File: src/rtl/axis_mux_inject_pkg.sv
//==============================================================================
// Module      : axis_mux_inject_pkg
// Description : Shared types and width helpers for the AXIS injection mux.
// Revision    : 1.0 - initial release
//==============================================================================
`default_nettype none

package axis_mux_inject_pkg;

   typedef enum logic [0:0] {
      IDLE   = 1'b0,
      LOCKED = 1'b1
   } arb_state_t;

   // Counter must hold the full depth, hence depth+1 values.
   function automatic int credit_width(input int depth);
      return $clog2(depth + 1);
   endfunction

   function automatic int index_width(input int n);
      return (n > 1) ? $clog2(n) : 1;
   endfunction

endpackage

`default_nettype wire

File: src/rtl/axis_mux_inject_rr_arbiter.sv
//==============================================================================
// Module      : rr_arbiter
// Description : Combinational round-robin arbiter, search starts at rr_ptr.
// Revision    : 1.0 - initial release
//==============================================================================
`default_nettype none

module rr_arbiter
   import axis_mux_inject_pkg::*;
#(
   parameter int NUM_REQ = 4,
   parameter int IDX_W   = index_width(NUM_REQ)
) (
   input  logic [NUM_REQ-1:0] req,
   input  logic [IDX_W-1:0]   rr_ptr,
   output logic [NUM_REQ-1:0] grant,
   output logic [IDX_W-1:0]   grant_idx
);

   int               cand;
   logic [IDX_W-1:0] cand_idx;
   logic             found;

   always_comb begin
      grant     = '0;
      grant_idx = '0;
      found     = 1'b0;
      cand      = 0;
      cand_idx  = '0;
      for (int i = 0; i < NUM_REQ; i++) begin
         cand = 32'(rr_ptr) + i;
         if (cand >= NUM_REQ) begin
            cand = cand - NUM_REQ;
         end
         cand_idx = IDX_W'(cand);
         if (!found && req[cand_idx]) begin
            found           = 1'b1;
            grant[cand_idx] = 1'b1;
            grant_idx       = cand_idx;
         end
      end
   end

endmodule

`default_nettype wire

File: src/rtl/axis_mux_inject.sv
//==============================================================================
// Module      : axis_mux_inject
// Description : Round-robin, wormhole-locked, credit-gated AXIS to flit mux.
//               Optional per-channel packet counters: AXIS_MUX_INJECT_STATS_EN.
// Revision    : 1.0 - initial release
//==============================================================================
`default_nettype none

module axis_mux_inject
   import axis_mux_inject_pkg::*;
#(
   parameter int NUM_CHANNELS      = 4,
   parameter int TDATA_WIDTH       = 128,
   parameter int TID_WIDTH         = 2,
   parameter int TDEST_WIDTH       = 4,
   parameter int DEST_WIDTH        = TID_WIDTH + TDEST_WIDTH,
   parameter int FLIT_BUFFER_DEPTH = 4
) (
   input  logic                                      clk_noc,
   input  logic                                      rst_noc_sync,
   input  logic [NUM_CHANNELS-1:0]                   axis_in_tvalid,
   output logic [NUM_CHANNELS-1:0]                   axis_in_tready,
   input  logic [NUM_CHANNELS-1:0][TDATA_WIDTH-1:0]  axis_in_tdata,
   input  logic [NUM_CHANNELS-1:0]                   axis_in_tlast,
   input  logic [NUM_CHANNELS-1:0][TID_WIDTH-1:0]    axis_in_tid,
   input  logic [NUM_CHANNELS-1:0][TDEST_WIDTH-1:0]  axis_in_tdest,
   output logic [TDATA_WIDTH-1:0]                    data_out,
   output logic [DEST_WIDTH-1:0]                     dest_out,
   output logic                                      is_tail_out,
   output logic                                      send_out,
`ifdef AXIS_MUX_INJECT_STATS_EN
   output logic [NUM_CHANNELS-1:0][31:0]             pkt_count,
`endif
   input  logic                                      credit_in
);

   localparam int               CNT_W      = credit_width(FLIT_BUFFER_DEPTH);
   localparam int               IDX_W      = index_width(NUM_CHANNELS);
   localparam logic [CNT_W-1:0] CREDIT_MAX = CNT_W'(FLIT_BUFFER_DEPTH);
   localparam logic [IDX_W-1:0] LAST_IDX   = IDX_W'(NUM_CHANNELS - 1);

   arb_state_t                state_q, state_d;
   logic [IDX_W-1:0]          owner_q, owner_d;
   logic [IDX_W-1:0]          rr_ptr_q, rr_ptr_d;
   logic [CNT_W-1:0]          count_q, count_d;

   logic                      send_q, send_d;
   logic                      tail_q, tail_d;
   logic [TDATA_WIDTH-1:0]    data_q, data_d;
   logic [DEST_WIDTH-1:0]     dest_q, dest_d;

   logic [NUM_CHANNELS-1:0]   arb_grant;
   logic [IDX_W-1:0]          arb_idx;
   logic [NUM_CHANNELS-1:0]   grant;
   logic [IDX_W-1:0]          grant_idx;
   logic                      credit_ok;
   logic                      xfer;
   logic                      xfer_last;

   rr_arbiter #(
      .NUM_REQ   (NUM_CHANNELS),
      .IDX_W     (IDX_W)
   ) u_rr_arbiter (
      .req       (axis_in_tvalid),
      .rr_ptr    (rr_ptr_q),
      .grant     (arb_grant),
      .grant_idx (arb_idx)
   );

   // FSM: state register
   always_ff @(posedge clk_noc) begin
      if (rst_noc_sync) begin
         state_q  <= IDLE;
         owner_q  <= '0;
         rr_ptr_q <= '0;
      end else begin
         state_q  <= state_d;
         owner_q  <= owner_d;
         rr_ptr_q <= rr_ptr_d;
      end
   end

   // FSM: next state
   always_comb begin
      state_d  = state_q;
      owner_d  = owner_q;
      rr_ptr_d = rr_ptr_q;
      if (xfer) begin
         if (axis_in_tlast[grant_idx]) begin
            state_d  = IDLE;
            rr_ptr_d = (grant_idx == LAST_IDX) ? '0 : grant_idx + IDX_W'(1);
         end else if (state_q == IDLE) begin
            state_d = LOCKED;
            owner_d = grant_idx;
         end
      end
   end

   // FSM: outputs. A locked owner keeps the grant even while its tvalid is low.
   always_comb begin
      grant     = arb_grant;
      grant_idx = arb_idx;
      if (state_q == LOCKED) begin
         grant          = '0;
         grant[owner_q] = 1'b1;
         grant_idx      = owner_q;
      end
   end

   assign credit_ok      = (count_q != '0) && !rst_noc_sync;
   assign axis_in_tready = credit_ok ? grant : '0;
   assign xfer           = |(axis_in_tvalid & axis_in_tready);
   assign xfer_last      = xfer && axis_in_tlast[grant_idx];

   // A credit returned while the counter is full is dropped (saturate).
   always_comb begin
      count_d = count_q;
      if (xfer && !credit_in) begin
         count_d = count_q - CNT_W'(1);
      end else if (!xfer && credit_in && (count_q != CREDIT_MAX)) begin
         count_d = count_q + CNT_W'(1);
      end
   end

   always_comb begin
      send_d = xfer;
      tail_d = tail_q;
      data_d = data_q;
      dest_d = dest_q;
      if (xfer) begin
         tail_d = axis_in_tlast[grant_idx];
         data_d = axis_in_tdata[grant_idx];
         dest_d = DEST_WIDTH'({axis_in_tid[grant_idx], axis_in_tdest[grant_idx]});
      end
   end

   always_ff @(posedge clk_noc) begin
      if (rst_noc_sync) begin
         count_q <= CREDIT_MAX;
         send_q  <= 1'b0;
         tail_q  <= 1'b0;
         data_q  <= '0;
         dest_q  <= '0;
      end else begin
         count_q <= count_d;
         send_q  <= send_d;
         tail_q  <= tail_d;
         data_q  <= data_d;
         dest_q  <= dest_d;
      end
   end

   assign send_out    = send_q;
   assign is_tail_out = tail_q;
   assign data_out    = data_q;
   assign dest_out    = dest_q;

   credit_overflow_a: assert property (@(posedge clk_noc) disable iff (rst_noc_sync)
      !(credit_in && !xfer && (count_q == CREDIT_MAX)));

`ifdef AXIS_MUX_INJECT_STATS_EN
   logic [NUM_CHANNELS-1:0][31:0] pkt_count_q, pkt_count_d;

   always_comb begin
      pkt_count_d = pkt_count_q;
      if (xfer_last) begin
         pkt_count_d[grant_idx] = pkt_count_q[grant_idx] + 32'd1;
      end
   end

   always_ff @(posedge clk_noc) begin
      if (rst_noc_sync) begin
         pkt_count_q <= '0;
      end else begin
         pkt_count_q <= pkt_count_d;
      end
   end

   assign pkt_count = pkt_count_q;
`else
   logic unused_xfer_last;
   assign unused_xfer_last = xfer_last;
`endif

endmodule

`default_nettype wire

File: config.mk
export PLATFORM = sky130hd
export DESIGN_NAME = axis_mux_inject
export DESIGN_NICKNAME = d
export VERILOG_FILES = /design/src/rtl/axis_mux_inject_pkg.sv /design/src/rtl/axis_mux_inject_rr_arbiter.sv /design/src/rtl/axis_mux_inject.sv
export SDC_FILE = /design/constraint.sdc
export NUM_CORES = 1
export LEC_CHECK = 0
export ABC_AREA = 1
export BUFFER_PORTS_ARGS = -buffer_cell sky130_fd_sc_hd__buf_2
export CAP_MARGIN = 30
export CORE_AREA = 10 10 262 264
export CTS_CLUSTER_DIAMETER = 60
export CTS_CLUSTER_SIZE = 12
export DETAILED_ROUTE_END_ITERATION = 7
export DIE_AREA = 0 0 272 274
export PLACE_DENSITY = 0.42
export SETUP_SLACK_MARGIN = 0.3
export SKIP_CTS_REPAIR_TIMING = 1
export SLEW_MARGIN = 25
export SYNTH_ARGS = -nofsm -noshare
export SYNTH_HDL_FRONTEND = slang
export SYNTH_SLANG_ARGS = --single-unit
File: constraint.sdc
create_clock -name clk_noc -period 8.5 [get_ports clk_noc]
set_input_delay 0.425 -clock clk_noc [delete_from_list [all_inputs] [get_ports clk_noc]]
set_output_delay 0.425 -clock clk_noc [all_outputs]
set_load 0.05 [all_outputs]
==> impl_metrics.yaml <==
hold_path:
  hold_start: "axis_in_tdata[112]"
  hp-class: "in -> reg"
worst_setup_path:
  cpMaxStageDelayCell: "buf_4"
  ff2ff_path_depth: 16
  crit_required_ns: 8.86
  regToRegEndpoint: "data_out[84]"
  max_stage_delay_ns: 0.72
  worst_ep_arrival_time_ns: 4.88
  path_delay_family: "buffers and inverters"
  r2r-start: "rr_ptr_q[0]"
  reg2reg_slack_ns: 3.97
  cp.buffers_inverters: 4
  startpoint: "rr_ptr_q[0]"
  crit_chain: "inv_2, ha_1, inv_1, nand3_1, nand2_1, nor2_4, nand2_1, nor2_1, nor2_1, nand2_1, o21ai_4, inv_4, buf_4, nand3_1, a21oi_1, nor2_1"
  cp-start-kind: "register"
  worstSetupEndpoint: "data_out[84]"
  endpoint_kind: "register"
  cp.depth: 16
  path_class: "reg -> reg"
  cp_max_fo: 75
routing:
  vias: 13330
  drt_wl_total_um: 56860
  drtIter0Drc: 697
  firstDrtPassIters: 5
  antenna_left: 0
  via_per_inst: 4.277
  routedWlPerCell_um: 18.24
  drc: 0
floorplan:
  io-pin-count: 687
  core_um2: 63650
  die-area_um2: 74530
  dieWidth_um: 272
  rows: 93
  initial_utilization_pct: 15.27
  dieHeight_um: 274
yosys:
  synth_area_leader_cell: "dfxtp_1"
  avgSynthCellArea_um2: 5.864
  seq_area_frac_synth_pct: 29.65
  syn-cell-area_um2: 9722
  syn_nets: 2214
  ys_ff_latch: 144
  synth.distinct_cells: 28
  synth_warnings: 0
  synth_top_area_share_pct: 29.65
  synth_cells: 1658
  synth_area_leaders: "dfxtp_1 (30%), nand2_1 (25%), nand3_1 (18%)"
placement:
  placed_cell_area_um2: 13640
  port-buffer-count: 686
  dp.cells: 3077
  post-dp-hpwl_um: 43950
  preCtsSetupSlack_ns: 3.909
  gp_congestion: 0.9391
pwr:
  power_mw: 7.142
  leakagePower_nw: 7.294
  powerDensity_nw_per_um2: 496.9
  vdd_drop_max_mv: 0.5182
timing:
  fin_worst_skew_ns: 0.01422
  setup_tns_ns: 0
  fin_crit_ns: 4.525
  slew_viol_final: 0
  relSlewSlack_pct: 35.75
  hold_slack_ns: 0.3091
  period_share_pct: 53.24
  setup_violations: 0
  rsz0062_at_grt: "no"
  worst_slew_pin_slew_ns: 0.9638
  setup_slack_ns: 3.975
  finalHoldViolCount: 0
  clock.fmax_mhz: 221.0
clocking:
  numClockSinks: 144
  tritoncts: "done"
  cts-root-buf: "clkbuf_16"
  clk_pin_slew_ns: 0.07
  clock_path_buffers: 2
  cts.htree.levels: 4
  clkLatencyLatePin_ns: 0.47
  cts_buffers: 17
global_routing:
  grt_pass1_wl_um: 83040
  grt_max_degree: 135
  grt.total_usage_pct: 14.47
  grt_pass1_vias: 13350
  grt-ovfl-total: 0
  antenna_found_initial: 10
final_layout:
  drive_above_1_share_pct: 33.24
  postLayoutCoreUtil_pct: 22.58
  final_nets: 2799
  areaGrowthSynthToFinish_pct: 47.85
  final_common_cell: "buf_2"
  fin_cells: 3117
  fin_area_um2: 14370
  final_cell_mix: "buf_2 (686), nand2_1 (652), nand3_1 (358)"
run:
  maxCapViolations: 0
outcome:
  status: "completed"
[area by class of cell]
cell class | count | area, um^2
Clock inverter | 13 | 222.7
Sequential cell | 144 | 2883
Inverter | 26 | 107.6
Timing Repair Buffer | 700 | 3611
Antenna cell | 6 | 15.01
Fill cell | 7452 | 49280
Multi-Input combinational cell | 1354 | 6022
Tap cell | 855 | 1070
Clock buffer | 19 | 442.9
[where the power goes]
part	leakage (nW)	total (mW)	internal (mW)	switching [mW]
sequential	1.18	0.973	0.871	0.102
clock	0.325	0.884	0.536	0.348
combinational	5.78	5.29	1.40	3.88
total	7.29	7.14	2.81	4.33
[cells in the mapped netlist]
library cell and number:
a211oi_1 1, a21boi_0 3, a21oi_1 141, a31oi_1 2, buf_1 2, buf_2 62, buf_4 28, buf_6 8
clkbuf_1 34, clkinv_1 1, dfxtp_1 144, fa_1 1, ha_1 8, inv_1 21, inv_2 4, nand2_1 652
nand2_2 5, nand2_4 1, nand3_1 358, nand3_2 2, nand4_1 7, nor2_1 90, nor2_2 1, nor2_4 3
nor3_2 1, o21ai_0 66, o21ai_1 11, o21ai_2 1
[registers in the layout (all words and copies together), names as in the netlist]
register / flops
count_q: 3
data_out: 128
dest_out: 6
is_tail_out: 1
owner_q: 2
rr_ptr_q: 2
send_out: 1
state_q: 1
[routing by layer]
metal	vias to the layer above	share of wire (%)	global-route usage (%)
met4	8	2.8	5.512
li1	6639	-	-
met5	-	0.091	0
met1	6070	39	15.82
met2	544	49	25.25
met3	71	8.2	5.279
[logic make-up (layout without fill, tap and decap cells)]
| family | count (synthesis) | after routing | share of synthesized area [%] |
|---|---|---|---|
| DFF | 144 | 144 | 29.65 |
| buffers and inverters | 160 | 758 | 8.674 |
| and+or+nand+nor | 1120 | 1120 | 48.69 |
| AOI/OAI and AO/OA | 225 | 225 | 11.75 |
| adders and majority gates | 9 | 9 | 1.236 |
| other | 0 | 6 | 0 |
[worst min-delay path: stages]
cell and delay [ns]:
buf_2 0.08, nand2_1 0.04, nand3_1 0.05, a21oi_1 0.06
nor2_1 0.08
[how the worst min path moves through the flow]
stage	cells past startpoint	slack, ns	endpoint
after floorplan	3	0.48	count_q[2]
after global placement	2	0.45	data_out[93]
after detailed placement	2	0.45	data_out[44]
after CTS	5	0.25	data_out[66]
after global routing	5	0.29	data_out[57]
final	5	0.31	data_out[112]
(Power assumes the default switching activity.)
